File: src/rtl/alu_issue_wb_if.sv
// Issue/result bus between an instruction source and the alu_issue_wb sequencer.
// The master side offers decoded instructions and observes write-back results;
// the slave side is the sequencer itself.
interface alu_issue_wb_if;
  // Instruction offer handshake and decoded fields
  logic       in_valid;
  logic       in_ready;
  logic [1:0] in_op;
  logic [1:0] in_rs;
  logic [1:0] in_rt;
  logic [1:0] in_rd;
  logic       in_use_imm;
  logic [7:0] in_imm;

  // Write-back result strobe and captured result fields
  logic       res_valid;
  logic [7:0] res_data;
  logic [1:0] res_rd;
  logic       res_zero;

  modport master (
    output in_valid,
    output in_op,
    output in_rs,
    output in_rt,
    output in_rd,
    output in_use_imm,
    output in_imm,
    input  in_ready,
    input  res_valid,
    input  res_data,
    input  res_rd,
    input  res_zero
  );

  modport slave (
    input  in_valid,
    input  in_op,
    input  in_rs,
    input  in_rt,
    input  in_rd,
    input  in_use_imm,
    input  in_imm,
    output in_ready,
    output res_valid,
    output res_data,
    output res_rd,
    output res_zero
  );
endinterface

File: src/rtl/alu_issue_wb.sv
// Issue/write-back sequencer wrapped around an external 8-bit ALU.
// One instruction is accepted in IDLE, its operands are registered onto the
// ALU inputs, the ALU result is captured in EXEC, and the captured result is
// written to a private 4 x 8 register file in WB. r0 is hardwired to zero.
// The block never computes anything itself; all arithmetic lives in the ALU.
module alu_issue_wb (
  input  logic              clk,
  input  logic              rst_n,
  alu_issue_wb_if.slave     bus,
  output logic [1:0]        alu_ctl,
  output logic [7:0]        alu_a,
  output logic [7:0]        alu_b,
  input  logic [7:0]        alu_out,
  input  logic              alu_zero,
  input  logic [1:0]        dbg_rsel,
  output logic [7:0]        dbg_rdata
);

  typedef enum logic [1:0] {
    IDLE = 2'd0,
    EXEC = 2'd1,
    WB   = 2'd2
  } state_e;

  state_e          state_q,    state_d;
  logic [1:0]      alu_ctl_q,  alu_ctl_d;
  logic [7:0]      alu_a_q,    alu_a_d;
  logic [7:0]      alu_b_q,    alu_b_d;
  logic [1:0]      rd_q,       rd_d;
  logic [7:0]      res_data_q, res_data_d;
  logic [1:0]      res_rd_q,   res_rd_d;
  logic            res_zero_q, res_zero_d;
  logic [3:0][7:0] rf_q,       rf_d;

  // Register file read port: r0 always reads as zero regardless of storage.
  function automatic logic [7:0] read_reg(input logic [3:0][7:0] rf,
                                          input logic [1:0]      idx);
    return (idx == 2'd0) ? 8'h00 : rf[idx];
  endfunction

  // Next-state and datapath update: accept in IDLE, capture in EXEC, write in WB.
  always_comb begin
    state_d    = state_q;
    alu_ctl_d  = alu_ctl_q;
    alu_a_d    = alu_a_q;
    alu_b_d    = alu_b_q;
    rd_d       = rd_q;
    res_data_d = res_data_q;
    res_rd_d   = res_rd_q;
    res_zero_d = res_zero_q;
    rf_d       = rf_q;

    case (state_q)
      IDLE: begin
        if (bus.in_valid) begin
          alu_ctl_d = bus.in_op;
          alu_a_d   = read_reg(rf_q, bus.in_rs);
          alu_b_d   = bus.in_use_imm ? bus.in_imm : read_reg(rf_q, bus.in_rt);
          rd_d      = bus.in_rd;
          state_d   = EXEC;
        end
      end
      EXEC: begin
        res_data_d = alu_out;
        res_zero_d = alu_zero;
        res_rd_d   = rd_q;
        state_d    = WB;
      end
      WB: begin
        if (res_rd_q != 2'd0) begin
          rf_d[res_rd_q] = res_data_q;
        end
        state_d = IDLE;
      end
      default: begin
        state_d = IDLE;
      end
    endcase

    // Keep the r0 storage cell pinned at zero so it can never hold stale data.
    rf_d[0] = 8'h00;
  end

  // State and datapath registers; reset drops any in-flight instruction.
  always_ff @(posedge clk or negedge rst_n) begin
    if (!rst_n) begin
      state_q    <= IDLE;
      alu_ctl_q  <= 2'd0;
      alu_a_q    <= 8'h00;
      alu_b_q    <= 8'h00;
      rd_q       <= 2'd0;
      res_data_q <= 8'h00;
      res_rd_q   <= 2'd0;
      res_zero_q <= 1'b0;
      rf_q       <= '0;
    end else begin
      state_q    <= state_d;
      alu_ctl_q  <= alu_ctl_d;
      alu_a_q    <= alu_a_d;
      alu_b_q    <= alu_b_d;
      rd_q       <= rd_d;
      res_data_q <= res_data_d;
      res_rd_q   <= res_rd_d;
      res_zero_q <= res_zero_d;
      rf_q       <= rf_d;
    end
  end

  assign bus.in_ready  = (state_q == IDLE);
  assign bus.res_valid = (state_q == WB);
  assign bus.res_data  = res_data_q;
  assign bus.res_rd    = res_rd_q;
  assign bus.res_zero  = res_zero_q;

  assign alu_ctl = alu_ctl_q;
  assign alu_a   = alu_a_q;
  assign alu_b   = alu_b_q;

  assign dbg_rdata = read_reg(rf_q, dbg_rsel);

endmodule

File: src/flat_wrapper.sv
// flat-port wrapper written by rule: the top's interface ports become plain ports
module alu_issue_wb_flat 
  (clk, rst_n, alu_ctl, alu_a, alu_b, alu_out, alu_zero, dbg_rsel, dbg_rdata, bus_in_valid, bus_in_op, bus_in_rs, bus_in_rt, bus_in_rd, bus_in_use_imm, bus_in_imm, bus_in_ready, bus_res_valid, bus_res_data, bus_res_rd, bus_res_zero);
  alu_issue_wb_if bus_i ();
  input  logic clk;
  input  logic rst_n;
  output logic [1:0] alu_ctl;
  output logic [7:0] alu_a;
  output logic [7:0] alu_b;
  input  logic [7:0] alu_out;
  input  logic alu_zero;
  input  logic [1:0] dbg_rsel;
  output logic [7:0] dbg_rdata;
  input wire logic [$bits(bus_i.in_valid)-1:0] bus_in_valid;
  input wire logic [$bits(bus_i.in_op)-1:0] bus_in_op;
  input wire logic [$bits(bus_i.in_rs)-1:0] bus_in_rs;
  input wire logic [$bits(bus_i.in_rt)-1:0] bus_in_rt;
  input wire logic [$bits(bus_i.in_rd)-1:0] bus_in_rd;
  input wire logic [$bits(bus_i.in_use_imm)-1:0] bus_in_use_imm;
  input wire logic [$bits(bus_i.in_imm)-1:0] bus_in_imm;
  output wire logic [$bits(bus_i.in_ready)-1:0] bus_in_ready;
  output wire logic [$bits(bus_i.res_valid)-1:0] bus_res_valid;
  output wire logic [$bits(bus_i.res_data)-1:0] bus_res_data;
  output wire logic [$bits(bus_i.res_rd)-1:0] bus_res_rd;
  output wire logic [$bits(bus_i.res_zero)-1:0] bus_res_zero;
  assign bus_i.in_valid = bus_in_valid;
  assign bus_i.in_op = bus_in_op;
  assign bus_i.in_rs = bus_in_rs;
  assign bus_i.in_rt = bus_in_rt;
  assign bus_i.in_rd = bus_in_rd;
  assign bus_i.in_use_imm = bus_in_use_imm;
  assign bus_i.in_imm = bus_in_imm;
  assign bus_in_ready = bus_i.in_ready;
  assign bus_res_valid = bus_i.res_valid;
  assign bus_res_data = bus_i.res_data;
  assign bus_res_rd = bus_i.res_rd;
  assign bus_res_zero = bus_i.res_zero;
  alu_issue_wb u_core (.clk(clk), .rst_n(rst_n), .bus(bus_i), .alu_ctl(alu_ctl), .alu_a(alu_a), .alu_b(alu_b), .alu_out(alu_out), .alu_zero(alu_zero), .dbg_rsel(dbg_rsel), .dbg_rdata(dbg_rdata));
endmodule
File: config.mk
export PLATFORM = sky130hd
export DESIGN_NAME = alu_issue_wb_flat
export DESIGN_NICKNAME = d
export VERILOG_FILES = /design/src/rtl/alu_issue_wb_if.sv /design/src/rtl/alu_issue_wb.sv /design/src/flat_wrapper.sv
export SDC_FILE = /design/constraint.sdc
export NUM_CORES = 1
export LEC_CHECK = 0
export BUFFER_PORTS_ARGS = -buffer_cell sky130_fd_sc_hd__buf_2
export CAP_MARGIN = 20
export CORE_ASPECT_RATIO = 1.2
export CORE_MARGIN = 5
export CORE_UTILIZATION = 35
export DETAILED_ROUTE_END_ITERATION = 8
export SLEW_MARGIN = 15
export SYNTH_ARGS = -nofsm -noshare
export SYNTH_HDL_FRONTEND = slang
export SYNTH_SLANG_ARGS = --single-unit
export TNS_END_PERCENT = 1
File: constraint.sdc
create_clock -name clk -period 1.45 [get_ports clk]
set_input_delay 0.2175 -clock clk [delete_from_list [all_inputs] [get_ports clk]]
set_output_delay 0.2175 -clock clk [all_outputs]
set_load 0.01 [all_outputs]
==> key figures <==
Yosys
  – Top FF cell, synth: dfrtp_1
  – Top cells by count, synth: mux2_2 (59), dfrtp_1 (57), nand2_1 (16)
  – Unique masters post-synth: 24
  – Net Count, Synth: 243
  – Synthesized cell area: 2740 um^2
  – Leading cell types by total area after synthesis: dfrtp_1 (52%), mux2_2 (24%), a22o_1 (2.6%)
  – Flip-flop and latch count after synthesis: 57
  – Top cell type by total area after synthesis: dfrtp_1
  – Syn. warnings: 0
  – Share of async-settable or async-resettable flops after synthesis: 100%
  – Sequential area share after synthesis: 52.2%
  – Gate count after technology mapping: between 200 and 250
  – Most frequent cell after synthesis: mux2_2
  – Fraction of synthesized cell area taken by the top area cell type: about 52%
  – Mapped Avg Cell Area: ~13 um^2
  – Post-synth EDFFs: 0

STA
  – Number of setup violations in the final report: 8
  – Post-route setup slack: -0.0781 ns
  – RSZ-0062 raised after global routing: yes
  – Fin crit share: 105%
  – Hold Vio Cnt, Final: 0
  – Highest Clock Rate: 0.654 GHz
  – Final Critical Period: ~1.5 ns
  – Normalized max-slew margin: 60.9%
  – Worst-case hold slack: around 0.095 ns
  – Post-route clock skew: between 0.01 and 0.015 ns
  – Final Max Tran Viols: 0
  – Worst Max-Slew Pin Slew: between 0.5 and 0.6 ns

Cells and area
  – Antenna cells: 0
  – Number of inserted filler cells in the final layout: 713
  – Post-synthesis to final-layout area growth: 33.2%
  – Final #Nets: 337
  – Area of the multi-input gates: roughly 1200 um^2
  – Footprint of the flip-flops and latches: between 1000 and 1500 um^2
  – Proportion of layout cells with a drive suffix above 1: 57.9%

Die
  – Number of top-level pins: 70
  – Die Area: between 9000 and 10000 um^2
  – Cell row count: 35
  – Core footprint: between 7000 and 8000 um^2
  – Width of the die: around 90 um
  – Vertical die dimension: roughly 110 um
  – Starting density of the core: between 30% and 40%

Run status
  – Violated checks: negative setup slack
  – Outcome: complete, but fails checks

Global route
  – GR Util All Layers: between 10 and 15%
  – Wire length of the first global-routing pass: 10800 um
  – Remaining global-route overflow: 0
  – Antenna violations before repair: 0
  – Pin count of the biggest net entering global routing: 58
  – Via count of the first global-routing pass: approximately 2100

Clock tree
  – CTS H-tree depth: 3
  – Clk Latency, worst-skew pair: 0.33 ns
  – Sinks on Clock Net: 57
  – Total clock buffers created by CTS: 9
  – TritonCTS clock tree: built
  – Buffer depth of the longest clock path: 2
  – Cell at the root of the clock tree: clkbuf_8
  – Clock input transition at the sequential cells of the worst setup and hold paths: roughly 0.070 ns

Worst setup path
  – Worst path top cell family by delay: flip-flops
  – R2R Path Start: u_core.state_q[0]$_DFFE_PN0P_
  – Library cell contributing the largest single delay on the critical path: dfrtp_1
  – Max incr delay on CP: slightly below 0.4 ns
  – Setup slack of the most critical reg-to-reg path: around 0.020 ns
  – Worst setup path category: reg -> out
  – Crit path buffers/inverters: 1
  – Critical path data required time: 1.23 ns
  – Largest fanout on the critical path: 2
  – Worst reg-to-reg path cell count: 3
  – Cells along the critical path: mux2_2 > a22o_1 > buf_6
  – Critical path capture point type: primary output
  – Endpoint arrival time on the critical path: 1.31 ns
  – Reg-to-reg critical path endpoint: u_core.rd_q[1]$_DFFE_PN0P_
  – Critical Path Start Type: register

Power
  – NetSw: 0.00219 W
  – Power Dens Cells: approximately 1900 nW/um^2
  – Pint: 0.00471 W
  – Largest voltage drop on the vdd net: 0.000794 V
  – Tot Pwr: 0.00690 W
  – Gate power share: 38.2%
  – Sequential group share of total power: slightly below 40%
  – Switching share of power: approximately a third
  – Proportion of power drawn by the clock network: ~23%
  – Cell leakage power: between 1.5 and 2 nW

Detailed routing
  – Count of vias placed by the detailed router: about 2000
  – Residual antenna-violating net count after detailed routing: 0
  – Routed length per instance: approximately 16 um
  – Detailed-router iteration count before antenna repair: 4
  – Vias per cell: 5.05
  – Post-detailed-route DRC marker count: 0
  – Wirelength, routed: approximately 6600 um
  – Initial DRC count: 52

Hold path
  – Hold Path Cell Cnt: 2
  – Path type of the worst min-delay path: in -> reg
  – Sink of the worst hold path: u_core.alu_ctl[0]$_DFFE_PN0P_
  – Origin of the worst min-delay path: bus_in_op[0]

Placed design
  – Routability cong.: between 0.6 and 0.7
  – I/O Buffers: 69
  – Detailed placer's ending HPWL: between 4000 and 5000 um

Job
  – Max-cap viol count: 0
==> layout make-up <==
class	count	area share [%]
inverters	1	0.103
clock buffers	14	4.74
multi-input cells	138	34.3
well taps	92	3.16
clock inverters	2	0.962
repair buffers	99	17.6
flip-flops and latches	57	39.1
==> worst max-delay path by stage <==
stage / from / to / slack [ns] / cells after the start
after floorplan: u_core.state_q[0]$_DFFE_PN0P_ / u_core.rf_q[10]$_DFFE_PN0P_ / 0.07 / 4
final: u_core.rf_q[31]$_DFFE_PN0P_ / dbg_rdata[7] / -0.08 / 3
after detailed placement: dbg_rsel[1] / dbg_rdata[2] / -0.07 / 4
after global routing: u_core.rf_q[31]$_DFFE_PN0P_ / dbg_rdata[7] / -0.13 / 3
after global placement: dbg_rsel[1] / dbg_rdata[7] / -0.11 / 4
after CTS: u_core.rf_q[26]$_DFFE_PN0P_ / dbg_rdata[2] / -0.09 / 3
==> sequential cells by signal, indices dropped and copies added, names as in the netlist <==
register             flops
u_core.alu_ctl           2
u_core.state_q           2
u_core.rf_q             24
u_core.alu_b             8
u_core.bus.res_rd        2
u_core.bus.res_zero      1
u_core.alu_a             8
u_core.bus.res_data      8
u_core.rd_q              2
==> kinds of logic after synthesis <==
logic type / synth area share [%]
mux: 25.9
flops: 52.2
compound gates: 11.8
simple gates: 6.91
buf+inv: 3.16
==> power groups by stage <==
| stage | combinational [W] | sequential (W) | clock, W |
|---|---|---|---|
| floorplan | 0.00129 | 0.00280 | 0 |
| global placement | 0.00210 | 0.00280 | 0 |
| detailed placement | 0.00214 | 0.00283 | 0 |
| CTS | 0.00260 | 0.00270 | 0.00160 |
| global route | 0.00288 | 0.00281 | 0.00166 |
| finish | 0.00264 | 0.00271 | 0.00155 |
==> metal layers <==
metal / share of wire (%) / vias to the layer above / global-route usage (%)
li1: - / 970 / -
met1: 44 / 1002 / 17.5
met2: 49 / 54 / 21.7
met3: 4.9 / 10 / 3.09
met4: 2.4 / 0 / 8.40
met5: 0 / - / 0
==> cell usage in the layout (no fill, tap or decap), drive strengths merged, types with 3 or more instances in the layout <==
cell    Yosys  routed
a221oi      7       7
a22o        8       8
a22oi       8       8
and3b       3       3
buf        13      98
clkbuf      3      14
dfrtp      57      57
mux2       63      63
nand2      16      16
nor2b      12      12
o21ai       8       8
o31ai       8       8
==> stage by stage <==
stage	cells	setup WS [ns]	setup TNS [ns]	area, um^2	utilization, %
floorplan	212	0.0669	0	2740	-
global placement	369	-0.109	-0.717	3250	42.4
detailed placement	369	-0.0666	-0.440	3250	42.4
CTS	402	-0.0892	-0.641	3600	47.0
global route	403	-0.129	-1.01	3640	47.5
finish	403	-0.0781	-0.479	3640	47.5
==> repair_timing <==
item,CTS,global route
buffers inserted,16,1
resized for setup,2,9
cloned,0,0
endpoints found under the hold margin,57,0
hold buffers,1,0
endpoints found under the setup margin,14,32
Power figures use the tool's default switching activity.
